## config.mk

```make
export PLATFORM = sky130hd
export DESIGN_NAME = burst_ram_arbiter
export DESIGN_NICKNAME = d
export VERILOG_FILES = /design/src/rtl/burst_ram_arbiter.sv
export SDC_FILE = /design/constraint.sdc
export NUM_CORES = 1
export LEC_CHECK = 0
export CAP_MARGIN = 30
export CORE_AREA = 2 2 189 191
export CTS_CLUSTER_SIZE = 10
export DETAILED_ROUTE_END_ITERATION = 6
export DIE_AREA = 0 0 191 193
export PLACE_DENSITY = 0.43
export SLEW_MARGIN = 20
export SYNTH_ARGS = -nofsm -noshare
export SYNTH_HDL_FRONTEND = slang
export SYNTH_SLANG_ARGS = --single-unit
```

## constraint.sdc

```tcl
create_clock -name clk -period 3.4 [get_ports clk]
set_clock_uncertainty 0.15 [all_clocks]
set_input_delay 0.68 -clock clk [delete_from_list [all_inputs] [get_ports clk]]
set_output_delay 0.68 -clock clk [all_outputs]
set_load 0.005 [all_outputs]
```

## src/rtl/burst_ram_arbiter.sv

```systemverilog
// burst_ram_arbiter: shares the PSRAM controller burst-RAM command port
// between two requesters. Whole bursts are granted round-robin. Write beats
// are streamed from the granted port, and read beats are routed back to it.
// A fixed idle gap follows every transaction. Reads that never complete are
// ended by a timeout.
//
// Handshake: pN_valid with cmd/addr is held by the requester until pN_ready.
// pN_ready is a one-cycle pulse in the issue cycle, which is the same cycle as
// br_cmd_en. Write data is consumed on every cycle where pN_wr_beat is high.
// The requester presents the next beat in the cycle after each strobe.
module burst_ram_arbiter #(
   parameter int AddressBitWidth   = 21,
   parameter int DataBitWidth      = 64,
   parameter int BurstBeatCount    = 4,
   parameter int CommandGapCycles  = 4,
   parameter int ReadTimeoutCycles = 255
) (
   input  logic                         clk,
   input  logic                         rst,
   input  logic                         init_calib,
   input  logic                         p0_valid,
   input  logic                         p0_cmd,
   input  logic [AddressBitWidth-1:0]   p0_addr,
   input  logic [DataBitWidth-1:0]      p0_wr_data,
   input  logic [DataBitWidth/8-1:0]    p0_data_mask,
   output logic                         p0_ready,
   output logic                         p0_wr_beat,
   output logic [DataBitWidth-1:0]      p0_rd_data,
   output logic                         p0_rd_valid,
   output logic                         p0_rd_error,
   input  logic                         p1_valid,
   input  logic                         p1_cmd,
   input  logic [AddressBitWidth-1:0]   p1_addr,
   input  logic [DataBitWidth-1:0]      p1_wr_data,
   input  logic [DataBitWidth/8-1:0]    p1_data_mask,
   output logic                         p1_ready,
   output logic                         p1_wr_beat,
   output logic [DataBitWidth-1:0]      p1_rd_data,
   output logic                         p1_rd_valid,
   output logic                         p1_rd_error,
   output logic                         br_cmd,
   output logic                         br_cmd_en,
   output logic [AddressBitWidth-1:0]   br_addr,
   output logic [DataBitWidth-1:0]      br_wr_data,
   output logic [DataBitWidth/8-1:0]    br_data_mask,
   input  logic [DataBitWidth-1:0]      br_rd_data,
   input  logic                         br_rd_data_valid,
   output logic [1:0]                   dbg_state_o
);

   localparam int MaskW = DataBitWidth / 8;
   localparam int BeatW = $clog2(BurstBeatCount + 1);
   localparam int ToW   = $clog2(ReadTimeoutCycles + 1);
   localparam int GapW  = (CommandGapCycles > 0) ? $clog2(CommandGapCycles + 1) : 1;

   localparam logic [BeatW-1:0] BeatLast = BeatW'(BurstBeatCount - 1);
   localparam logic [ToW-1:0]   ToLimit  = ToW'(ReadTimeoutCycles);
   localparam logic [GapW-1:0]  GapLast  = GapW'((CommandGapCycles > 0) ? CommandGapCycles - 1 : 0);

   typedef enum logic [1:0] {
      S_IDLE      = 2'd0,
      S_WRITE     = 2'd1,
      S_READ_WAIT = 2'd2,
      S_GAP       = 2'd3
   } state_t;

   // With no gap configured, a finished transaction returns straight to IDLE.
   localparam state_t AfterTxn = (CommandGapCycles == 0) ? S_IDLE : S_GAP;

   state_t                 state_q, state_d;
   logic                   grant_q, grant_d;
   logic                   last_grant_q, last_grant_d;
   logic                   cmd_q, cmd_d;
   logic [AddressBitWidth-1:0] addr_q, addr_d;
   logic                   issue_q, issue_d;
   logic [BeatW-1:0]       beat_cnt_q, beat_cnt_d;
   logic [ToW-1:0]         to_cnt_q, to_cnt_d;
   logic [GapW-1:0]        gap_cnt_q, gap_cnt_d;
   logic                   sel;
   logic                   rd_done;

   // Read data is broadcast; only the valid strobe is routed.
   assign p0_rd_data  = br_rd_data;
   assign p1_rd_data  = br_rd_data;
   assign br_cmd      = cmd_q;
   assign br_addr     = addr_q;
   assign dbg_state_o = state_q;

   // State and transaction registers; reset abandons any burst in flight.
   always_ff @(posedge clk or posedge rst) begin
      if (rst) begin
         state_q      <= S_IDLE;
         grant_q      <= 1'b0;
         last_grant_q <= 1'b1;
         cmd_q        <= 1'b0;
         addr_q       <= '0;
         issue_q      <= 1'b0;
         beat_cnt_q   <= '0;
         to_cnt_q     <= '0;
         gap_cnt_q    <= '0;
      end else begin
         state_q      <= state_d;
         grant_q      <= grant_d;
         last_grant_q <= last_grant_d;
         cmd_q        <= cmd_d;
         addr_q       <= addr_d;
         issue_q      <= issue_d;
         beat_cnt_q   <= beat_cnt_d;
         to_cnt_q     <= to_cnt_d;
         gap_cnt_q    <= gap_cnt_d;
      end
   end

   // Next-state logic, arbitration, beat sequencing and output strobes.
   always_comb begin
      state_d      = state_q;
      grant_d      = grant_q;
      last_grant_d = last_grant_q;
      cmd_d        = cmd_q;
      addr_d       = addr_q;
      issue_d      = 1'b0;
      beat_cnt_d   = beat_cnt_q;
      to_cnt_d     = to_cnt_q;
      gap_cnt_d    = gap_cnt_q;
      sel          = 1'b0;
      rd_done      = 1'b0;
      br_wr_data   = '0;
      br_data_mask = '0;
      p0_wr_beat   = 1'b0;
      p1_wr_beat   = 1'b0;
      p0_rd_valid  = 1'b0;
      p1_rd_valid  = 1'b0;
      p0_rd_error  = 1'b0;
      p1_rd_error  = 1'b0;

      // The issue cycle is the first cycle after selection.
      br_cmd_en = issue_q;
      p0_ready  = issue_q & ~grant_q;
      p1_ready  = issue_q & grant_q;

      case (state_q)
         S_IDLE: begin
            if (init_calib && (p0_valid || p1_valid)) begin
               // On a tie, the port that did not win last time gets the grant.
               sel          = (p0_valid && p1_valid) ? ~last_grant_q : p1_valid;
               grant_d      = sel;
               last_grant_d = sel;
               cmd_d        = sel ? p1_cmd : p0_cmd;
               addr_d       = sel ? p1_addr : p0_addr;
               issue_d      = 1'b1;
               beat_cnt_d   = '0;
               to_cnt_d     = '0;
               gap_cnt_d    = '0;
               state_d      = cmd_d ? S_WRITE : S_READ_WAIT;
            end
         end
         S_WRITE: begin
            br_wr_data   = grant_q ? p1_wr_data : p0_wr_data;
            br_data_mask = grant_q ? p1_data_mask : p0_data_mask;
            p0_wr_beat   = ~grant_q;
            p1_wr_beat   = grant_q;
            beat_cnt_d   = beat_cnt_q + BeatW'(1);
            if (beat_cnt_q == BeatLast) begin
               state_d = AfterTxn;
            end
         end
         S_READ_WAIT: begin
            to_cnt_d = to_cnt_q + ToW'(1);
            if (br_rd_data_valid) begin
               p0_rd_valid = ~grant_q;
               p1_rd_valid = grant_q;
               beat_cnt_d  = beat_cnt_q + BeatW'(1);
               if (beat_cnt_q == BeatLast) begin
                  rd_done = 1'b1;
               end
            end
            // A burst that completes in the timeout cycle is not an error.
            if (!rd_done && (to_cnt_q == ToLimit)) begin
               p0_rd_error = ~grant_q;
               p1_rd_error = grant_q;
               rd_done     = 1'b1;
            end
            if (rd_done) begin
               state_d = AfterTxn;
            end
         end
         S_GAP: begin
            gap_cnt_d = gap_cnt_q + GapW'(1);
            if (gap_cnt_q == GapLast) begin
               state_d = S_IDLE;
            end
         end
         default: state_d = S_IDLE;
      endcase
   end

endmodule

```

# After elaboration in Yosys (flattened, before gate mapping)
# Cells that the tools add are included.
# word_totals
reg_bits	41
in_bits	258
output_inout_bits	233
elab_cells	77
# classes
addsub	3
n_eq_ne	11
n_mux	36
n_bitwise	4
reduce_logical	14
# op_table
op	n
$mux 64	2
$mux 8	3
$mux 21	1
$mux 1	19
$pmux 8 s2	1
$mux 2	5
$ne 2x2->1 const B	5
$pmux 3 s3	1
$add 8x1->8 const B	1
$eq 8x8->1 const B	1
$pmux 2 s4	1
$add 3x1->3 const B	2
$eq 3x2->1 const B	2
$mux 3	2
$pmux 3 s2	1
$reduce_and 2->1	3
$eq 2x2->1 const B	2
$reduce_and 4->1	1
$reduce_bool 2->1	2
$logic_and 1x1->1	3
$reduce_and 3->1	1
$reduce_bool 3->1	1
$and 1x1->1	2
$eq 2x1->1 const B	1
other kinds (4)	5

# Longest topological paths before layout
# Gate-level depths: netlist of the first run.
# logic_depth
depth_word	10
ltp_mapped	7
ltp_nobuf	7

# Worst setup path after synthesis of the first run
# OpenSTA, ideal clock, no wires.
# synth_path
path_type	flip-flop to output port
from	register state_q[1], in the netlist dbg_state_o[1]
to	output br_wr_data[41]
t_arrival_ns	1.305
required_ns	2.570
path_slack_ns	1.265
path_stages_with_launch	6
n_path_buf	2
path_cell_list	dfrtp_1 -> inv_1 -> ha_1 -> clkbuf_1 -> clkbuf_1 -> nor2b_1
# synth_via
elab_chain_cells	2
# synth_lines
item	line	source
start: declaration	70	state_t state_q, state_d;
start signal: assignment	102	state_q <= state_d;
$eq 2x1->1	141	case (state_q)
$mux 64	141	
end: declaration	44	output logic [DataBitWidth-1:0] br_wr_data,
# Every way passes these cells.

# Worst setup path in the final report of the first run
# layout_path
from	register to_cnt_q[0]
to	output p1_rd_error
# layout_via
elab_chain_cells	4
# layout_lines
item	line	source
start: declaration	77	logic [ToW-1:0] to_cnt_q, to_cnt_d;
start signal: assignment	109	to_cnt_q <= to_cnt_d;
$eq 8x8->1	178	if (!rd_done && (to_cnt_q == ToLimit)) begin
$logic_and 1x1->1	178	
$mux 1	178	
$mux 1	141	
end: declaration	40	output logic p1_rd_error,
# Every way passes these cells.

==> flow_summary.json, run 1 <==
{
  "drc": 0,
  "dieWidth_um": 191,
  "syn-mean-instance-area_um2": 8.669,
  "crit_required_ns": 2.57,
  "ff2ff_path_depth": 7,
  "cp.arrival_ns": 2.20,
  "cts_tree": "done",
  "grt_pass1_wl_um": 22220,
  "io_pins": 491,
  "vias_per_cell": 3.386,
  "setup.worst_path.end_class": "output pin",
  "max-vdd-ir-drop_mv": 0.5156,
  "crit_fanout": 5,
  "port_buffers": 298,
  "period_share": 0.8915,
  "synthesis.nets": 772,
  "rsz0062_at_grt": "no",
  "drtAntennaViolNets": 0,
  "layout-drive-gt1-share": 0.04367,
  "netSwitchingFraction": 0.3716,
  "die_h_um": 193,
  "clockBufferDepth": 2,
  "synth_edf_count": 0,
  "die-area_mm2": 0.03686,
  "yosysUniqueCellTypes": 39,
  "first_pass_iters": 4,
  "combinationalPowerShare": 0.688,
  "p_per_area_mw_per_mm2": 612.1,
  "cts_root_buf": "clkbuf_16",
  "antenna_found_initial": 1,
  "n_antenna_cell": 0,
  "min_path_type": "reg -> reg",
  "cts_setup_buffers": 0,
  "post_drt_wl_per_cell_um": 14.49,
  "vias": 3809,
  "internal_power_mw": 2.741,
  "status": "complete, no violations",
  "grt_pass1_vias": 3575,
  "grt.total_usage": 0.07852,
  "setup.worst_path.end": "p1_rd_error",
  "post_cts_resize_count": 0,
  "r2r_slack_ns": 1.28,
  "htreeDepth": 2,
  "worstSetupPathType": "reg -> out",
  "syn_area_mm2": 0.004378,
  "fp.coreArea_mm2": 0.03496,
  "dpl.hpwl_um": 13080,
  "globalplace.congestion": 0.6895,
  "rows": 69,
  "seq_area_frac_synth": 0.2346,
  "power_frac_seq": 0.200,
  "finalCriticalPeriod_ns": 3.031,
  "cts_buffers": 5,
  "max_slew_margin": 0.4637,
  "clock-sinks": 41,
  "drt_iter0_drc": 74,
  "cts_hold_buf": 0,
  "worstMarginPinSlew_ns": 0.7996,
  "fin_tns_setup_ns": 0,
  "setup_viol": 0,
  "r2r-end": "beat_cnt_q[0]",
  "async_flop_share": 1.000,
  "maxCapViolations": 0,
  "start_kind": "register",
  "p_clk_frac": 0.111,
  "fin_nets": 931,
  "area_delta_synth_final_pct": 62.76,
  "start_util": 0.1252,
  "ys_warn_count": 0,
  "synth_flop_cell": "dfrtp_1",
  "cts.reportedPaths.clkPinSlew_ns": 0.06,
  "clk_latency_ns": 0.29,
  "grt_overflow": 0,
  "power.leakage_nw": 2.728,
  "hold_violations": 0,
  "grt_max_degree": 77,
  "post-route-util": 0.2038,
  "worstSetupStartpoint": "to_cnt_q[0]",
  "finalMaxSlewViolations": 0,
  "clock.fmax_mhz": 329.9,
  "fillCellCount": 3868,
  "r2r_start": "dbg_state_o[0]",
  "synth-seq-cells": 41,
  "switchingPower_mw": 1.621,
  "syn_inst": 505,
  "totalWireLength_um": 16300
}
worst min path at each step:
| stage | slack (ns) | endpoint | from | cells past startpoint |
|---|---|---|---|---|
| detailed placement | 0.32 | br_addr[4] | br_addr[4] | 2 |
| finish | 0.33 | br_addr[0] | br_addr[0] | 2 |
| floorplan | 0.30 | last_grant_q | last_grant_q | 2 |
| global route | 0.35 | last_grant_q | last_grant_q | 2 |
| global placement | 0.32 | br_addr[14] | br_addr[14] | 2 |
| CTS | 0.34 | last_grant_q | last_grant_q | 2 |
critical path, stage by stage (launching register included):
cell and delay [ns]:
dfrtp_1 0.41, ha_1 0.23, and4_1 0.26, and4_4 0.28
and4_1 0.22, clkdlybuf4s50_1 0.52
cell type report:
type,instances,area (um2),share of cell area
timing repair buffer,306,3080,0.4323
multi-input combinational,301,2261,0.3173
sequential,41,1031,0.1447
tap,461,576.8,0.08095
clock buffer,7,142.6,0.02002
inverter,9,33.78,0.004741
cell usage after synthesis, drive strengths merged, types with 3 or more instances:
cell type	n	area [um2]
nor2	4	17.52
nand2	42	160.2
and4	4	37.54
dfrtp	40	1001
clkbuf	13	48.80
nor2b	75	469.2
ha	9	112.6
o21ai	29	145.1
mux2i	99	991.0
nand2b	3	18.77
a21oi	10	57.56
nand3	5	25.02
buf	141	1026
inv	9	33.79
cell families (layout without fill, tap and decap cells):
group | count (synthesis) | in the layout | synth area share
buffers and inverters | 163 | 322 | 0.2532
and+or+nand+nor | 139 | 139 | 0.1766
muxes | 101 | 101 | 0.2324
AOI/OAI and AO/OA | 51 | 51 | 0.07545
DFF | 41 | 41 | 0.2346
adders and majority gates | 9 | 9 | 0.02572
xor gates and xnor gates | 1 | 1 | 0.002001
sequential cells by signal, indices dropped and copies added, names as in the netlist:
register      cells
br_addr          21
br_cmd_en         1
grant_q           1
to_cnt_q          8
br_cmd            1
gap_cnt_q         3
beat_cnt_q        3
last_grant_q      1
dbg_state_o       2
cell usage in the layout, fill, tap and decap left out, types with 5 or more instances in the layout:
| master | n |
|---|---|
| a21oi_1 | 8 |
| buf_4 | 5 |
| clkbuf_16 | 5 |
| clkdlybuf4s50_1 | 298 |
| dfrtp_1 | 39 |
| ha_1 | 8 |
| inv_1 | 6 |
| mux2i_1 | 99 |
| nand2_1 | 41 |
| nand3_1 | 5 |
| nor2b_1 | 75 |
| o21ai_0 | 5 |
| o21ai_1 | 24 |
routing by layer:
metal | vias to the layer above | wire length, um | GRT usage
met5 | - | 0 | 0
met4 | 0 | 226 | 0.01819
met3 | 23 | 2662 | 0.05195
met2 | 294 | 7082 | 0.1217
met1 | 1621 | 6334 | 0.08938
li1 | 1871 | - | -
through the flow:
| step | hold slack [ns] | std cells | instance area [um2] | power, mW | setup WS (ns) |
|---|---|---|---|---|---|
| floorplan | 0.2968 | 505 | 4378 | 2.512 | 1.265 |
| global placement | 0.3167 | 1118 | 6983 | 3.953 | 0.4548 |
| detailed placement | 0.3246 | 1118 | 6983 | 3.958 | 0.4631 |
| CTS | 0.3367 | 1125 | 7126 | 4.467 | 0.3406 |
| global route | 0.3488 | 1125 | 7126 | 4.730 | 0.2556 |
| finish | 0.3339 | 1125 | 7126 | 4.362 | 0.3688 |
power by group through the flow:
stage / Combinational (mW) / Sequential (mW) / Clock (mW)
floorplan: 1.67 / 0.846 / 0
global placement: 3.07 / 0.880 / 0
detailed placement: 3.08 / 0.879 / 0
CTS: 3.09 / 0.876 / 0.504
global route: 3.30 / 0.908 / 0.525
finish: 3.00 / 0.873 / 0.486
Note: power is estimated with default switching activity, not from simulation.
==> run 2: changes to the inputs <==
--- a/config.mk
+++ b/config.mk
@@ -9,2 +9,3 @@
 export CORE_AREA = 2 2 189 191
+export CTS_CLUSTER_DIAMETER = 30
 export CTS_CLUSTER_SIZE = 10
--- a/constraint.sdc
+++ b/constraint.sdc
@@ -4,2 +4,2 @@
 set_output_delay 0.68 -clock clk [all_outputs]
-set_load 0.005 [all_outputs]
+set_load 0.1 [all_outputs]
==> flow_summary.json, run 2 (synthesis results as in run 1) <==
{
  "fin_tns_setup_ns": 0,
  "place_inst": 1120,
  "final_cell_area_mm2": 0.008209,
  "layout-drive-gt1-share": 0.3189,
  "rsz0062_at_grt": "no",
  "totalWireLength_um": 18240,
  "grt_pass1_vias": 3898,
  "path_cells": "buf_4 > mux2i_1 > nor2b_4 > buf_12",
  "clock.fmax_mhz": 353.8,
  "cts_setup_buffers": 0,
  "final_cells": 1129,
  "cts_root_buf": "clkbuf_16",
  "min_path_type": "reg -> reg",
  "worstMarginPinSlew_ns": 0.6011,
  "r2r-end": "beat_cnt_q[0]",
  "crit_required_ns": 2.57,
  "die-area_mm2": 0.03686,
  "drtAntennaViolNets": 0,
  "grt_pass1_wl_um": 24940,
  "clock-sinks": 41,
  "vias": 3919,
  "area_delta_synth_final_pct": 87.51,
  "cp.arrival_ns": 2.00,
  "start_kind": "register",
  "dpl.hpwl_um": 15070,
  "max_slew_margin": 0.5993,
  "dieWidth_um": 191,
  "grt.total_usage": 0.09112,
  "finalCriticalPeriod_ns": 2.826,
  "post_cts_resize_count": 0,
  "setup_viol": 0,
  "n_antenna_cell": 0,
  "io_pins": 491,
  "cp_top_family": "flip-flops",
  "clockBufferDepth": 2,
  "setup.worst_path.end_class": "output pin",
  "rows": 69,
  "port_buffers": 298,
  "final_common_cell": "clkdlybuf4s50_1",
  "cts_buffers": 5,
  "maxCapViolations": 0,
  "p_per_area_mw_per_mm2": 1071,
  "htreeDepth": 2,
  "crit_buf_inv": 2,
  "r2r_start": "dbg_state_o[0]",
  "grt_overflow": 0,
  "ff2ff_path_depth": 7,
  "fillCellCount": 3767,
  "most-common-layout-cells": "193 x clkdlybuf4s50_1, 99 x mux2i_1, 70 x buf_12",
  "cts_tree": "done",
  "drt_iter0_drc": 84,
  "post_drt_wl_per_cell_um": 16.16,
  "status": "complete, no violations",
  "fin_nets": 934,
  "start_util": 0.1252,
  "r2r_slack_ns": 0.96,
  "fp.coreArea_mm2": 0.03496,
  "slowest_delay_ns": 0.76,
  "clk_latency_ns": 0.29,
  "cts_hold_buf": 0,
  "slowest_stage": "dfrtp_4",
  "placed_cell_area_mm2": 0.008055,
  "first_pass_iters": 4,
  "crit_fanout": 28,
  "max-vdd-ir-drop_mv": 0.4793,
  "globalplace.congestion": 0.6905,
  "cts.reportedPaths.clkPinSlew_ns": 0.06,
  "largest_register_ffs": 21,
  "grt_max_degree": 76,
  "die_h_um": 193,
  "period_share": 0.8312,
  "holdPathEnd": "last_grant_q",
  "antenna_found_initial": 2,
  "hold_violations": 0,
  "min_from": "last_grant_q",
  "power.leakage_nw": 3.294,
  "drc": 0,
  "holdPathStages": 2,
  "vias_per_cell": 3.471,
  "worstSetupPathType": "reg -> out",
  "finalMaxSlewViolations": 0,
  "post-route-util": 0.2348
}
==> run 2: changes by cell type in the layout (fill, tap and decap cells not counted), moves of 2 or more <==
cell	previous run	this run
nor2b_2	0	15
buf_4	5	45
buf_12	3	70
nor2b_4	0	58
nor2b_1	75	2
clkinv_2	0	2
clkdlybuf4s50_1	298	193
==> run 2: power by group <==
group          leakage (nW)  internal [mW]  switching (mW)
sequential            0.518          0.706           0.256
combinational          2.71           2.59            4.77
clock                0.0696          0.269           0.206
==> run 2: layer usage <==
metal  up-vias  wire length (um)  global-route usage
li1       1883                 -                   -
met1      1747              6989              0.1050
met2       254              8424              0.1424
met3        33              2557             0.05593
met4         2               257             0.02206
met5         -                13                   0
==> run 2: layout make-up <==
cell class / count / area (um2) / area share
clock inverter: 3 / 17.52 / 0.002134
inverter: 9 / 33.78 / 0.004115
timing repair buffer: 309 / 3682 / 0.4486
tap: 461 / 576.8 / 0.07026
clock buffer: 5 / 125.1 / 0.01524
sequential: 41 / 1031 / 0.1256
multi-input combinational: 301 / 2743 / 0.3341
==> run 2: worst max-delay path by stage <==
stage                      from               to  slack (ns)  cells after the start
6_report                grant_q   br_wr_data[43]        0.57                      4
5_1_grt                 grant_q   br_wr_data[24]        0.45                      4
4_1_cts                 grant_q  br_data_mask[0]        0.48                      4
3_5_place_dp   br_rd_data_valid      p0_rd_error        0.65                      5
3_3_place_gp   br_rd_data_valid      p0_rd_error        0.65                      5
2_1_floorplan    dbg_state_o[0]   br_wr_data[41]       -0.12                      4
==> run 2: worst reg2reg max path, stage by stage, from the launching register on <==
cell and delay, ns:
dfrtp_1 0.44, inv_1 0.10, ha_1 0.54, o211ai_4 0.21, inv_2 0.20, nor2_2 0.10
a21oi_2 0.23, mux2_1 0.35
==> run 2: per-stage QoR <==
stage / setup slack (ns) / total power [mW] / hold WS, ns
floorplan: -0.1190 / 6.803 / 0.2968
global placement: 0.6534 / 8.428 / 0.3196
detailed placement: 0.6519 / 8.430 / 0.3269
CTS: 0.4790 / 8.928 / 0.3386
global route: 0.4496 / 9.182 / 0.3634
finish: 0.5738 / 8.790 / 0.3348
==> run 3: changes to the inputs <==
PLACE_DENSITY = 0.45   (was 0.43)
clock period = 2.5 ns   (was 3.4 ns; I/O delays follow)
==> flow_summary.json, run 3 (synthesis results as in run 1) <==
{
  "path_cells": "ha_4 > and4_4 > and4_4 > nor3b_4 > buf_12",
  "clockBufferDepth": 2,
  "io_pins": 491,
  "worstSetupStartpoint": "to_cnt_q[0]",
  "layout-drive-gt1-share": 0.3534,
  "highest_layer": "met4",
  "globalplace.congestion": 0.7093,
  "max-vdd-ir-drop_mv": 0.6885,
  "combinationalPowerShare": 0.854,
  "grt_overflow": 0,
  "start_util": 0.1252,
  "max_slew_margin": 0.6983,
  "netSwitchingFraction": 0.5737,
  "worstSetupPathType": "reg -> out",
  "antenna_found_initial": 0,
  "drt_iter0_drc": 82,
  "grt.total_usage": 0.09071,
  "grt_pass1_wl_um": 25390,
  "p_per_area_mw_per_mm2": 1463,
  "finalCriticalPeriod_ns": 2.424,
  "period_share": 0.9696,
  "port_buffers": 298,
  "path_common_cell": "and4_4",
  "switchingPower_mw": 7.304,
  "finalMaxSlewViolations": 0,
  "dieWidth_um": 191,
  "fp.coreArea_mm2": 0.03496,
  "rows": 69,
  "ff2ff_path_depth": 6,
  "slowest_stage": "dfrtp_1",
  "totalPowerFinal_mw": 12.73,
  "cts_tree": "done",
  "internal_power_mw": 5.426,
  "n_antenna_cell": 0,
  "min_path_type": "reg -> reg",
  "crit_required_ns": 1.85,
  "maxCapViolations": 0,
  "area_delta_synth_final_pct": 98.74,
  "drc": 0,
  "clock.fmax_mhz": 412.5,
  "cts_root_buf": "clkbuf_16",
  "cts.reportedPaths.clkPinSlew_ns": 0.06,
  "first_pass_iters": 4,
  "cp_top_family": "simple AND/OR/NAND/NOR gates",
  "most-common-layout-cells": "193 x clkdlybuf4s50_1, 97 x mux2i_1, 90 x buf_12",
  "power.leakage_nw": 3.462,
  "vias_per_cell": 3.486,
  "start_kind": "register",
  "setup.worst_path.end": "p0_rd_error",
  "grt_pass1_vias": 4033,
  "cts_buffers": 5,
  "final_common_cell": "clkdlybuf4s50_1",
  "setup_viol": 0,
  "die_h_um": 193,
  "slowest_delay_ns": 0.41,
  "r2r-end": "beat_cnt_q[0]",
  "hold_violations": 0,
  "status": "complete, no violations",
  "path_depth": 5,
  "wl_met1_um": 7314,
  "final_cells": 1143,
  "r2r_start": "dbg_state_o[0]",
  "dpl.hpwl_um": 14790,
  "htreeDepth": 2,
  "totalWireLength_um": 18260,
  "p_clk_frac": 0.049,
  "grt_max_degree": 47,
  "die-area_mm2": 0.03686,
  "post-route-util": 0.2488,
  "crit_fanout": 4,
  "clk_latency_ns": 0.28,
  "drtAntennaViolNets": 0,
  "post_drt_wl_per_cell_um": 15.97,
  "clock-sinks": 41,
  "placed_cell_area_mm2": 0.008417,
  "met3WireLength_um": 2637,
  "cp.arrival_ns": 1.77,
  "holdWs_ns": 0.3369,
  "power_frac_seq": 0.096,
  "r2r_slack_ns": 0.40,
  "vias": 3985,
  "setup.worst_path.end_class": "output pin",
  "place_inst": 1128,
  "fin_nets": 948,
  "final_cell_area_mm2": 0.008701,
  "crit_buf_inv": 1,
  "largest_register_ffs": 21,
  "worstMarginPinSlew_ns": 0.4520,
  "rsz0062_at_grt": "yes",
  "wl_met2_um": 8197
}
==> run 3: cell types whose count changed in the layout (fill, tap and decap cells not counted), moves of 3 or more <==
cell      change
nor2b_2       -7
buf_4         -7
ha_1          -3
clkbuf_1      +3
buf_12       +20
nor2b_4       +8
==> run 3: timing repair <==
action,in CTS,in global routing
hold buffers,0,0
setup buffers,1,4
gates resized for setup,6,7
pin swaps,1,1
gates cloned,1,1
endpoints found under the setup margin,20,38
hold endpoints to repair,0,0
==> run 3: metal layers <==
| layer | track usage | up-vias |
|---|---|---|
| met5 | 0 | - |
| met1 | 0.1052 | 1781 |
| met4 | 0.01521 | 0 |
| met2 | 0.1491 | 288 |
| met3 | 0.04923 | 8 |
| li1 | - | 1908 |
==> run 3: worst min-delay path by stage <==
| stage | endpoint | depth (start not counted) | start |
|---|---|---|---|
| floorplan | last_grant_q | 2 | last_grant_q |
| global placement | br_addr[12] | 2 | br_addr[12] |
| detailed placement | br_cmd | 2 | br_cmd |
| CTS | br_addr[18] | 2 | br_addr[18] |
| global route | br_addr[18] | 2 | br_addr[18] |
| finish | br_addr[20] | 2 | br_addr[20] |
==> run 3: metrics by stage <==
| stage | setup WS [ns] | setup TNS [ns] |
|---|---|---|
| floorplan | -0.1610 | -2.656 |
| CTS | 0.0005947 | 0 |
| detailed placement | 0.2144 | 0 |
| global placement | 0.2209 | 0 |
| global route | -0.01521 | -0.07835 |
| finish | 0.07592 | 0 |
==> run 3: power by group through the flow <==
| stage | registers [mW] | clock network [mW] | logic (mW) |
|---|---|---|---|
| global placement | 1.22 | 0 | 10.7 |
| global route | 1.27 | 0.682 | 11.3 |
| CTS | 1.22 | 0.660 | 10.9 |
| floorplan | 2.44 | 0 | 6.94 |
| finish | 1.23 | 0.628 | 10.9 |
| detailed placement | 1.22 | 0 | 10.8 |
==> run 3: layout make-up <==
| cell class | instances | area [um2] |
|---|---|---|
| Timing Repair Buffer | 323 | 4076 |
| Tap cell | 461 | 576.8 |
| Sequential cell | 41 | 1039 |
| Fill cell | 3726 | 26260 |
| Multi-Input combinational cell | 301 | 2836 |
| Clock buffer | 8 | 136.4 |
| Inverter | 9 | 36.28 |
==> run 3: worst min-delay path, cell delays in order (launching register included) <==
cell	delay, ns
dfrtp_1	0.34
nand2_1	0.05
o21ai_1	0.06
